[src/rtl/branch_resolve_unit.sv]
// Execute-stage branch resolution: condition evaluation, target/fall-through PC, mispredict flag and count.
// Optional 2-bit branch history table, enabled by defining BRU_BHT_EN.
module branch_resolve_unit #(
    parameter int unsigned XLEN      = 32,
    parameter int unsigned BHT_DEPTH = 64,
    parameter int unsigned CNT_W     = 16
) (
    input  logic             clk,
    input  logic             rst_n,
    input  logic             flush,
    input  logic             in_valid,
    output logic             in_ready,
    input  logic [XLEN-1:0]  in_pc,
    input  logic [XLEN-1:0]  in_imm,
    input  logic [XLEN-1:0]  rdata1,
    input  logic [XLEN-1:0]  rdata2,
    input  logic [2:0]       br_type,
    input  logic             in_pred_taken,
    output logic             out_valid,
    input  logic             out_ready,
    output logic             out_taken,
    output logic [XLEN-1:0]  out_target,
    output logic [XLEN-1:0]  out_next_pc,
    output logic             out_mispredict,
    output logic             out_illegal,
    output logic [CNT_W-1:0] mispredict_cnt,
    input  logic [XLEN-1:0]  query_pc,
    output logic             query_taken
);

    localparam int unsigned IDX_W = $clog2(BHT_DEPTH);

    logic            accept;
    logic            out_fire;
    logic            eq;
    logic            lt_s;
    logic            lt_u;
    logic            legal;
    logic            taken_c;
    logic            mispredict_c;
    logic [XLEN-1:0] target_c;
    logic [XLEN-1:0] seq_pc_c;
    logic [XLEN-1:0] next_pc_c;

    // Handshakes; flush wins over both sides.
    assign in_ready = !out_valid || out_ready;
    assign accept   = in_valid && in_ready && !flush;
    assign out_fire = out_valid && out_ready && !flush;

    assign eq   = (rdata1 == rdata2);
    assign lt_s = ($signed(rdata1) < $signed(rdata2));
    assign lt_u = (rdata1 < rdata2);

    // Condition decode on funct3; 010/011 are not branches.
    always_comb begin
        legal   = 1'b1;
        taken_c = 1'b0;
        case (br_type)
            3'b000:  taken_c = eq;
            3'b001:  taken_c = !eq;
            3'b100:  taken_c = lt_s;
            3'b101:  taken_c = !lt_s;
            3'b110:  taken_c = lt_u;
            3'b111:  taken_c = !lt_u;
            default: legal   = 1'b0;
        endcase
    end

    assign target_c     = in_pc + in_imm;
    assign seq_pc_c     = in_pc + XLEN'(4);
    assign next_pc_c    = taken_c ? target_c : seq_pc_c;
    assign mispredict_c = legal && (taken_c != in_pred_taken);

    // Output register and misprediction counter.
    always_ff @(posedge clk) begin
        if (!rst_n) begin
            out_valid      <= 1'b0;
            out_taken      <= 1'b0;
            out_target     <= '0;
            out_next_pc    <= '0;
            out_mispredict <= 1'b0;
            out_illegal    <= 1'b0;
            mispredict_cnt <= '0;
        end else begin
            if (flush) begin
                out_valid <= 1'b0;
            end else if (accept) begin
                out_valid <= 1'b1;
            end else if (out_valid && out_ready) begin
                out_valid <= 1'b0;
            end

            if (accept) begin
                out_taken      <= taken_c;
                out_target     <= target_c;
                out_next_pc    <= next_pc_c;
                out_mispredict <= mispredict_c;
                out_illegal    <= !legal;
            end

            if (out_fire && out_mispredict && (mispredict_cnt != {CNT_W{1'b1}})) begin
                mispredict_cnt <= mispredict_cnt + CNT_W'(1);
            end
        end
    end

    logic unused_query;
    assign unused_query = ^query_pc;

`ifdef BRU_BHT_EN
    logic [1:0]       bht [BHT_DEPTH];
    logic [IDX_W-1:0] upd_idx;
    logic [IDX_W-1:0] qry_idx;

    assign upd_idx = in_pc[IDX_W+1:2];
    assign qry_idx = query_pc[IDX_W+1:2];

    // 2-bit saturating counters trained by every accepted legal branch.
    always_ff @(posedge clk) begin
        if (!rst_n) begin
            for (int unsigned i = 0; i < BHT_DEPTH; i++) begin
                bht[i] <= 2'b01;
            end
        end else if (accept && legal) begin
            if (taken_c) begin
                if (bht[upd_idx] != 2'b11) begin
                    bht[upd_idx] <= bht[upd_idx] + 2'd1;
                end
            end else if (bht[upd_idx] != 2'b00) begin
                bht[upd_idx] <= bht[upd_idx] - 2'd1;
            end
        end
    end

    // Reads the stored value; a same-cycle update is visible only next cycle.
    assign query_taken = bht[qry_idx][1];
`else
    logic [IDX_W-1:0] unused_bht_idx;
    assign unused_bht_idx = query_pc[IDX_W+1:2];
    assign query_taken    = 1'b0;
`endif

endmodule

[config.mk]
export PLATFORM = sky130hd
export DESIGN_NAME = branch_resolve_unit
export DESIGN_NICKNAME = d
export VERILOG_FILES = /design/src/rtl/branch_resolve_unit.sv
export SDC_FILE = /design/constraint.sdc
export NUM_CORES = 1
export LEC_CHECK = 0
export BUFFER_PORTS_ARGS = -buffer_cell sky130_fd_sc_hd__buf_2
export CAP_MARGIN = 20
export CELL_PAD_IN_SITES_DETAIL_PLACEMENT = 1
export CELL_PAD_IN_SITES_GLOBAL_PLACEMENT = 1
export CORE_MARGIN = 5
export CORE_UTILIZATION = 37
export CTS_CLUSTER_SIZE = 10
export DETAILED_ROUTE_END_ITERATION = 8
export GPL_TIMING_DRIVEN = 0
export HOLD_SLACK_MARGIN = 0.06
export MAX_ROUTING_LAYER = met4
export PLACE_DENSITY = 0.83
export SYNTH_ARGS = -nofsm -noshare
export SYNTH_HDL_FRONTEND = slang
export SYNTH_SLANG_ARGS = --single-unit
[constraint.sdc]
create_clock -name clk -period 5.9 [get_ports clk]
set_input_delay 0.59 -clock clk [delete_from_list [all_inputs] [get_ports clk]]
set_output_delay 0.59 -clock clk [all_outputs]
set_load 0.03 [all_outputs]
# Word level (Yosys, flattened, before mapping)
# Cells that the tools add are included.
# W data, S select, Z words.
[op_classes]
n_eq_ne = 8
n_bitwise = 1
reduce_logical = 18
div = 0
n_mux = 5
n_mul = 0
n_shift = 0
addsub = 3
n_lt_le_gt_ge = 2
[op_table]
columns = ["operator", "count"]
rows = [
  ["$lt A32 B32 Y1", 2],
  ["$add A32 B3 Y32 const B", 1],
  ["$add A32 B32 Y32", 1],
  ["$eq A32 B32 Y1", 1],
  ["$mux W32", 1],
  ["$add A16 B1 Y16 const B", 1],
  ["$ne A16 B16 Y1 const B", 1],
  ["$eq A3 B3 Y1 const B", 4],
  ["$logic_and A1 B1 Y1", 7],
  ["$logic_not A1 Y1", 6],
  ["$pmux W1 S6", 1],
  ["$reduce_or A6 Y1", 1],
  ["$eq A3 B1 Y1 const B", 1],
  ["$logic_not A3 Y1", 1],
  ["$mux W1", 3],
  ["$reduce_bool A2 Y1", 1],
  ["$reduce_or A2 Y1", 1],
  ["$logic_or A1 B1 Y1", 1],
  ["$ne A1 B1 Y1", 1],
  ["$not A1 Y1", 1],
]
[word_totals]
ramBits = 0
inputBits = 169
n_memories = 0
ff_bits = 84
latchBits = 0
word_cells = 44
mem_bits_ro = 0
output_inout_bits = 86

# Depth between registers and ports, before layout
# Gate-level depths: netlist of the first run.
[depth]
ltp_word = 5
ltp_mapped = 14
depth_no_buf = 13

# Worst setup path before layout of the first run
# Ideal clock, no wire load.
[synth_path]
kind = "input to register"
from = "input port in_pc[0]"
to = "register out_next_pc[28]"
required_time_ps = 5783
setup_time_ps = 117
setup_slack_ps = 2775
cell_stages = 13
arrival_time_ps = 3008
n_path_buf = 0
path_cell_list = "ha_1 > inv_1 > fa_1 > nor2b_1 > o31a_1 > o21ai_1 > a31oi_1 > a31oi_1 > o21ai_1 > o41ai_1 > o32a_1 > mux2_1 > a22o_1"
[synth_between]
elab_chain_cells = 2
word_cells_on_any_way = 3
classes_between = "2 x add/sub; 1 x mux"
[synth_lines]
columns = ["item", "line_no", "source"]
rows = [
  ["start: declaration", "13", "input logic [XLEN-1:0] in_pc,"],
  ["$add A32 B3 Y32 / $add A32 B32 Y32 (equally long branches)", "70, 69", ""],
  ["$mux W32 *", "71", "assign next_pc_c = taken_c ? target_c : seq_pc_c;"],
  ["end signal: assignment", "96", "out_next_pc <= next_pc_c;"],
  ["end: declaration", "23", "output logic [XLEN-1:0] out_next_pc,"],
]
# Every way passes the cells marked *; elsewhere a longest branch is shown, timed or not.
# A chain may end at the register's enable or synchronous reset.

# Final worst setup path of the first run
# Same ends and word-level chain as after synthesis.

==> results of run 1 <==
==> worst paths after layout <==
| kind | from | cells past startpoint | endpoint |
|---|---|---|---|
| max | in_pc[0] | 14 | out_next_pc[28] |
| max reg2reg | out_valid | 7 | out_next_pc[11] |
| min reg2reg | out_target[18] | 2 | out_target[18] |
| min | flush | 2 | out_valid |
==> critical path, stage by stage <==
cell and delay, ps:
buf_2 130, ha_1 200, inv_1 70, fa_1 410, nor2b_1 200, o31a_1 200
o21ai_1 100, a31oi_1 370, a31oi_1 210, o21ai_1 330, o41ai_1 140, o32a_1 370
mux2_1 350, a22o_1 190
==> final cells by class <==
| class | count | area share, % |
|---|---|---|
| well taps | 220 | 3.459 |
| flip-flops and latches | 84 | 21.13 |
| multi-input cells | 653 | 54.12 |
| clock buffers | 9 | 2.830 |
| clock inverters | 7 | 0.9277 |
| plain buffers | 31 | 1.572 |
| repair buffers | 220 | 13.84 |
| inverters | 45 | 2.123 |
==> cell families after synthesis <==
family | share of synthesized area (%)
mux | 2.728
simple gates | 22.05
compound gates | 20.43
flops | 26.77
buf+inv | 4.680
other cells | 0.05969
xor+xnor | 10.02
fa+ha+maj | 13.26
==> per-stage QoR <==
step | power (uW) | cell area (sq um) | std cells | hold WS, ps | setup slack [ps]
3_5_place_dp | 1236 | 7659 | 1253 | 443.4 | 2018
6_report | 1810 | 7958 | 1269 | 435.6 | 2284
5_1_grt | 1901 | 7958 | 1269 | 435.6 | 2205
3_3_place_gp | 1220 | 7659 | 1253 | 435.5 | 2100
4_1_cts | 1822 | 7958 | 1269 | 421.4 | 2361
2_1_floorplan | 1020 | 6282 | 813 | 580.0 | 2775
==> flip-flops by register name, indices dropped and copies added, names as in the netlist <==
register / count
out_valid: 1
out_next_pc: 32
out_mispredict: 1
out_target: 32
out_taken: 1
mispredict_cnt: 16
out_illegal: 1
==> where the power goes <==
part | total [uW] | internal [uW] | switching (uW)
sequential | 624 | 602 | 22.3
clock | 580 | 301 | 279
combinational | 606 | 219 | 388
total | 1810 | 1120 | 689
==> cell usage after synthesis (all sizes together) (12+ instances only) <==
cell	instances
a211oi	12
clkbuf	20
xor2	40
nand4	21
nor2	64
dfxtp	84
ha	65
o21ai	34
xnor2	31
a21o	18
nand3	36
a21oi	86
mux2i	16
nand2	119
inv	45
==> layout by cell type, fill, tap and decap left out, drive strengths merged, types with 3 or more instances in the layout <==
cell,netlist,routed
o41ai,3,3
nand3,36,36
a31o,3,3
and4,6,6
buf,11,231
nand2,119,119
dfxtp,84,84
or3,3,3
o21ai,34,34
inv,45,50
a21o,18,18
clkbuf,20,29
o211ai,8,8
a21oi,86,86
a32oi,3,3
nor2,64,64
xor2,40,40
mux2i,16,16
nand2b,6,6
a31oi,7,7
nor2b,7,7
a21boi,3,3
and2,6,6
xnor2,31,31
a211oi,12,12
nand4,21,21
o21a,4,4
ha,65,65
nor4,3,3
nor3,8,8
and3,10,10
==> per-layer routing <==
metal	track usage (%)	share of wire (%)
met4	8.924	3.4
met1	29.02	42
met3	3.102	6.0
met2	39.24	48
met5	-	0
==> flow_metrics.env, run 1 <==
export IMPL_min_period_ps=3616
export IMPL_core_sq_mm=0.01664
export IMPL_portBuffers=220
export IMPL_cts_tree="yes"
export IMPL_path_class="primary input to flop"
export IMPL_cp_start_kind="primary input"
export IMPL_powerDensity_mw_per_mm2=227.4
export IMPL_drv_slew=0
export IMPL_fill_cells=2161
export IMPL_cp_data_required_time_ps=6150
export IMPL_synth_top_cell_area_share_pct=26.77
export IMPL_fin_crit_sh_pct=61.28
export IMPL_drive_above_1_share_pct=24.31
export IMPL_grt_pass1_vias=7102
export IMPL_drc_errors=0
export IMPL_die_h_um=140.3
export IMPL_wire_per_inst_um=18.26
export IMPL_cts_root_buf="clkbuf_16"
export IMPL_drt_first_pass_iters=4
export IMPL_grt_antenna_before_repair=0
export IMPL_ios=255
export IMPL_ys_flop_type="dfxtp_1"
export IMPL_regToRegSetupSlack_ps=3660
export IMPL_status="finished clean"
export IMPL_ant_nets=0
export IMPL_die_x_um=140.3
export IMPL_vias_per_cell=5.429
export IMPL_rsz0062_at_grt="no"
export IMPL_tns_ps=0
export IMPL_dpl_hpwl_um=19160
export IMPL_rows=47
export IMPL_post_cts_buffers=0
export IMPL_clock_latency_ps=360
export IMPL_gp_congestion=0.8976
export IMPL_synth_area_top_cells="dfxtp_1 (27%), ha_1 (13%), nand2_1 (7.1%)"
export IMPL_ir_worst_vdd_mv=0.1716
export IMPL_worst_hold_path_type="primary input to flop"
export IMPL_synth_edf_count=0
export IMPL_synth_distinct_cells=65
export IMPL_multi_input_area_sq_mm=0.004307
export IMPL_cts_htree_levels=3
export IMPL_syn2layout_area_growth_pct=26.67
export IMPL_end_kind="flop"
export IMPL_synth_area_sq_mm=0.006282
export IMPL_numCtsBuffers=9
export IMPL_netlist_instances=813
export IMPL_finClkSkew_ps=7.550
export IMPL_yosysWarnings=0
export IMPL_start_util_pct=37.75
export IMPL_clock_sinks=84
export IMPL_grt_pass1_wl_um=36270
export IMPL_relSlewSlack_pct=55.06
export IMPL_max_cap_viol_count=0
export IMPL_hold_viol_final=0
export IMPL_grt_overflow_total=0
export IMPL_worstPathMaxFanout=4
export IMPL_arrival_ps=3870
export IMPL_syn_area_per_cell_sq_um=7.727
export IMPL_final_nets=1279
export IMPL_cts_resized_gates=0
export IMPL_dieArea_sq_mm=0.01969
export IMPL_seqCellArea_sq_mm=0.001682
export IMPL_synth_seq_cells=84
export IMPL_leakage_uw=0.003848
export IMPL_ys_seq_area_share_pct=26.77
export IMPL_n_antenna_cell=0
export IMPL_grt_max_degree=19
export IMPL_clockBufferDepth=2
export IMPL_ys_async_sr_fraction_pct=0
export IMPL_initialDrtViolationCount=299
export IMPL_finalSetupViolCount=0
export IMPL_yosys_area_top_type="dfxtp_1"
export IMPL_clk_pin_slew_worst_paths_ps=70
export IMPL_hold_buffers=0
export IMPL_tightest_slew_ps=674.2
export IMPL_track_usage_pct=23.53
export IMPL_vias=6890
export IMPL_drt_total_wl_um=23170
export IMPL_synth_nets=1048
export IMPL_fin_util_pct=47.82
export IMPL_fmaxAchievable_mhz=276.6
No activity file was read; power rests on OpenSTA's default activity.
==> run 2, diff against run 1 <==
--- a/config.mk
+++ b/config.mk
@@ -10,13 +10,13 @@
 export CELL_PAD_IN_SITES_DETAIL_PLACEMENT = 1
 export CELL_PAD_IN_SITES_GLOBAL_PLACEMENT = 1
 export CORE_MARGIN = 5
-export CORE_UTILIZATION = 37
+export CORE_UTILIZATION = 31
 export CTS_CLUSTER_SIZE = 10
 export DETAILED_ROUTE_END_ITERATION = 8
 export GPL_TIMING_DRIVEN = 0
 export HOLD_SLACK_MARGIN = 0.06
 export MAX_ROUTING_LAYER = met4
-export PLACE_DENSITY = 0.83
+export PLACE_DENSITY = 0.74
 export SYNTH_ARGS = -nofsm -noshare
 export SYNTH_HDL_FRONTEND = slang
 export SYNTH_SLANG_ARGS = --single-unit
==> constraint.sdc (replaced) <==
create_clock -name clk -period 2.9 [get_ports clk]
set_input_delay 0.29 -clock clk [delete_from_list [all_inputs] [get_ports clk]]
set_output_delay 0.29 -clock clk [all_outputs]
set_load 0.03 [all_outputs]
==> flow_metrics.env, run 2 (synthesis results as in run 1) <==
export IMPL_path_class="primary input to flop"
export IMPL_rows=52
export IMPL_drive_above_1_share_pct=25.88
export IMPL_crit_path_start="in_pc[0]"
export IMPL_worst_hold_path_type="primary input to flop"
export IMPL_grt_antenna_before_repair=0
export IMPL_tightest_slew_ps=774.6
export IMPL_wire_per_inst_um=17.75
export IMPL_reg2regPathDepth=7
export IMPL_hold_ws_ps=149.6
export IMPL_start_util_pct=31.25
export IMPL_reg2reg_from="out_valid"
export IMPL_grt_pass1_wl_um=36780
export IMPL_track_usage_pct=20.26
export IMPL_vias_per_cell=5.044
export IMPL_fin_crit_sh_pct=97.45
export IMPL_drc_errors=0
export IMPL_cp_data_required_time_ps=3140
export IMPL_max_cap_viol_count=0
export IMPL_clk_pin_slew_worst_paths_ps=70
export IMPL_clock_latency_ps=350
export IMPL_clockBufferDepth=2
export IMPL_cts_tree="yes"
export IMPL_clock_sinks=84
export IMPL_dieArea_sq_mm=0.02321
export IMPL_grt_overflow_total=0
export IMPL_finClkSkew_ps=11.30
export IMPL_crit_top_cell="o21ai_2"
export IMPL_dpl_hpwl_um=19590
export IMPL_ir_worst_vdd_mv=0.2620
export IMPL_worstHoldStart="flush"
export IMPL_crit_chain="buf_2, ha_1, inv_1, fa_2, nor2b_2, o31a_1, o21ai_2, a31oi_4, a31oi_2, o21ai_2, o41ai_2, o32a_1, mux2_1, a22o_1"
export IMPL_cts_root_buf="clkbuf_16"
export IMPL_grt_pass1_vias=6852
export IMPL_relSlewSlack_pct=48.36
export IMPL_cts_htree_levels=3
export IMPL_instances_no_fill=1325
export IMPL_drt_total_wl_um=23520
export IMPL_cp_num_cells=14
export IMPL_final_area_sq_mm=0.008140
export IMPL_status="finished clean"
export IMPL_crit_end="out_next_pc[28]"
export IMPL_portBuffers=220
export IMPL_syn2layout_area_growth_pct=29.58
export IMPL_ios=255
export IMPL_cpMaxStageDelayCell="o32a_1"
export IMPL_worstReg2RegEnd="out_next_pc[23]"
export IMPL_hold_viol_final=0
export IMPL_powerDensity_mw_per_mm2=456.7
export IMPL_die_h_um=152.4
export IMPL_drv_slew=0
export IMPL_end_kind="flop"
export IMPL_layout_common_cells="buf_2 (222), nand2_1 (119), dfxtp_1 (84), a21oi_1 (83)"
export IMPL_cp_start_kind="primary input"
export IMPL_numCtsBuffers=9
export IMPL_die_x_um=152.4
export IMPL_path_buf_inv=2
export IMPL_n_antenna_cell=0
export IMPL_finalSetupViolCount=0
export IMPL_min_period_ps=2826
export IMPL_placed_cells=1303
export IMPL_crit_family="compound AO/OA/AOI/OAI gates"
export IMPL_ant_nets=0
export IMPL_dpl_cell_area_sq_mm=0.007721
export IMPL_multi_input_area_sq_mm=0.004372
export IMPL_final_common_cell="buf_2"
export IMPL_worstPathMaxFanout=4
export IMPL_arrival_ps=3060
export IMPL_regToRegSetupSlack_ps=610
export IMPL_drt_first_pass_iters=4
export IMPL_fill_cells=2570
export IMPL_grt_max_degree=15
export IMPL_vias=6683
export IMPL_leakage_uw=0.003888
export IMPL_biggestRegsByFlops="out_next_pc x32, out_target x32, mispredict_cnt x16"
export IMPL_core_sq_mm=0.02010
export IMPL_gp_congestion=0.8612
export IMPL_fmaxAchievable_mhz=353.8
export IMPL_final_nets=1286
export IMPL_critical_path_max_stage_delay_ps=400
export IMPL_seqCellArea_sq_mm=0.001682
export IMPL_initialDrtViolationCount=199
run 2: cell count changes in the layout (fill, tap and decap cells not counted), sizes merged:
cell / change
clkinv: -1
inv: -4
bufinv: +1
clkbuf: +1
buf: +7
clkinvlp: +2
run 2: worst min path at each step:
stage	endpoint	slack (ps)	depth (start not counted)
floorplan	out_valid	370	1
global placement	out_next_pc[4]	440	2
detailed placement	out_next_pc[4]	450	2
CTS	out_valid	130	2
global route	out_valid	150	2
finish	out_valid	150	2
run 2: through the flow:
stage          power, uW  setup WS [ps]  utilization, %  TNS, ps
2_1_floorplan       2074          75.00               -        0
3_3_place_gp        2496         -617.6           38.41   -11250
3_5_place_dp        2513         -639.9           38.41   -12740
4_1_cts             3713          5.178           40.04        0
5_1_grt             3909         -19.72           40.49   -29.88
6_report            3718          73.88           40.49        0
run 2: power breakdown:
group,switching (uW),leakage (uW),total (uW),internal [uW]
Sequential,43.3,0.000685,1270,1220
Clock,519,0.000135,1190,669
Combinational,792,0.00307,1260,471
Total,1350,0.00389,3720,2360
run 2: layout make-up:
type	instances	share of cell area, %
clock inverters	5	0.7685
plain buffers	31	1.660
inverters	45	2.075
flip-flops and latches	84	20.66
clock buffers	10	2.813
well taps	270	4.150
repair buffers	227	14.17
multi-input cells	653	53.70
run 2: worst register-to-register path, delay by kind of cell, from the launching register on:
family                 cells  cell delay, ps
buffers and inverters      3            1120
flip-flops                 1             340
AND/OR/NAND/NOR            3             620
AO/OA/AOI/OAI              1             160
run 2: metal layers:
| layer | track usage, % | wire length [um] | up-vias |
|---|---|---|---|
| li1 | - | - | 3339 |
| met1 | 26.20 | 10770 | 3156 |
| met2 | 33.34 | 11180 | 160 |
| met3 | 2.528 | 1036 | 28 |
| met4 | 5.822 | 530 | 0 |
| met5 | - | 0 | - |
run 2: repair_timing:
item	in CTS	in global routing
setup endpoints to repair	9	32
hold buffers	0	0
pin swaps	1	9
buffers inserted	1	6
gates cloned	0	0
gates resized for setup	7	12
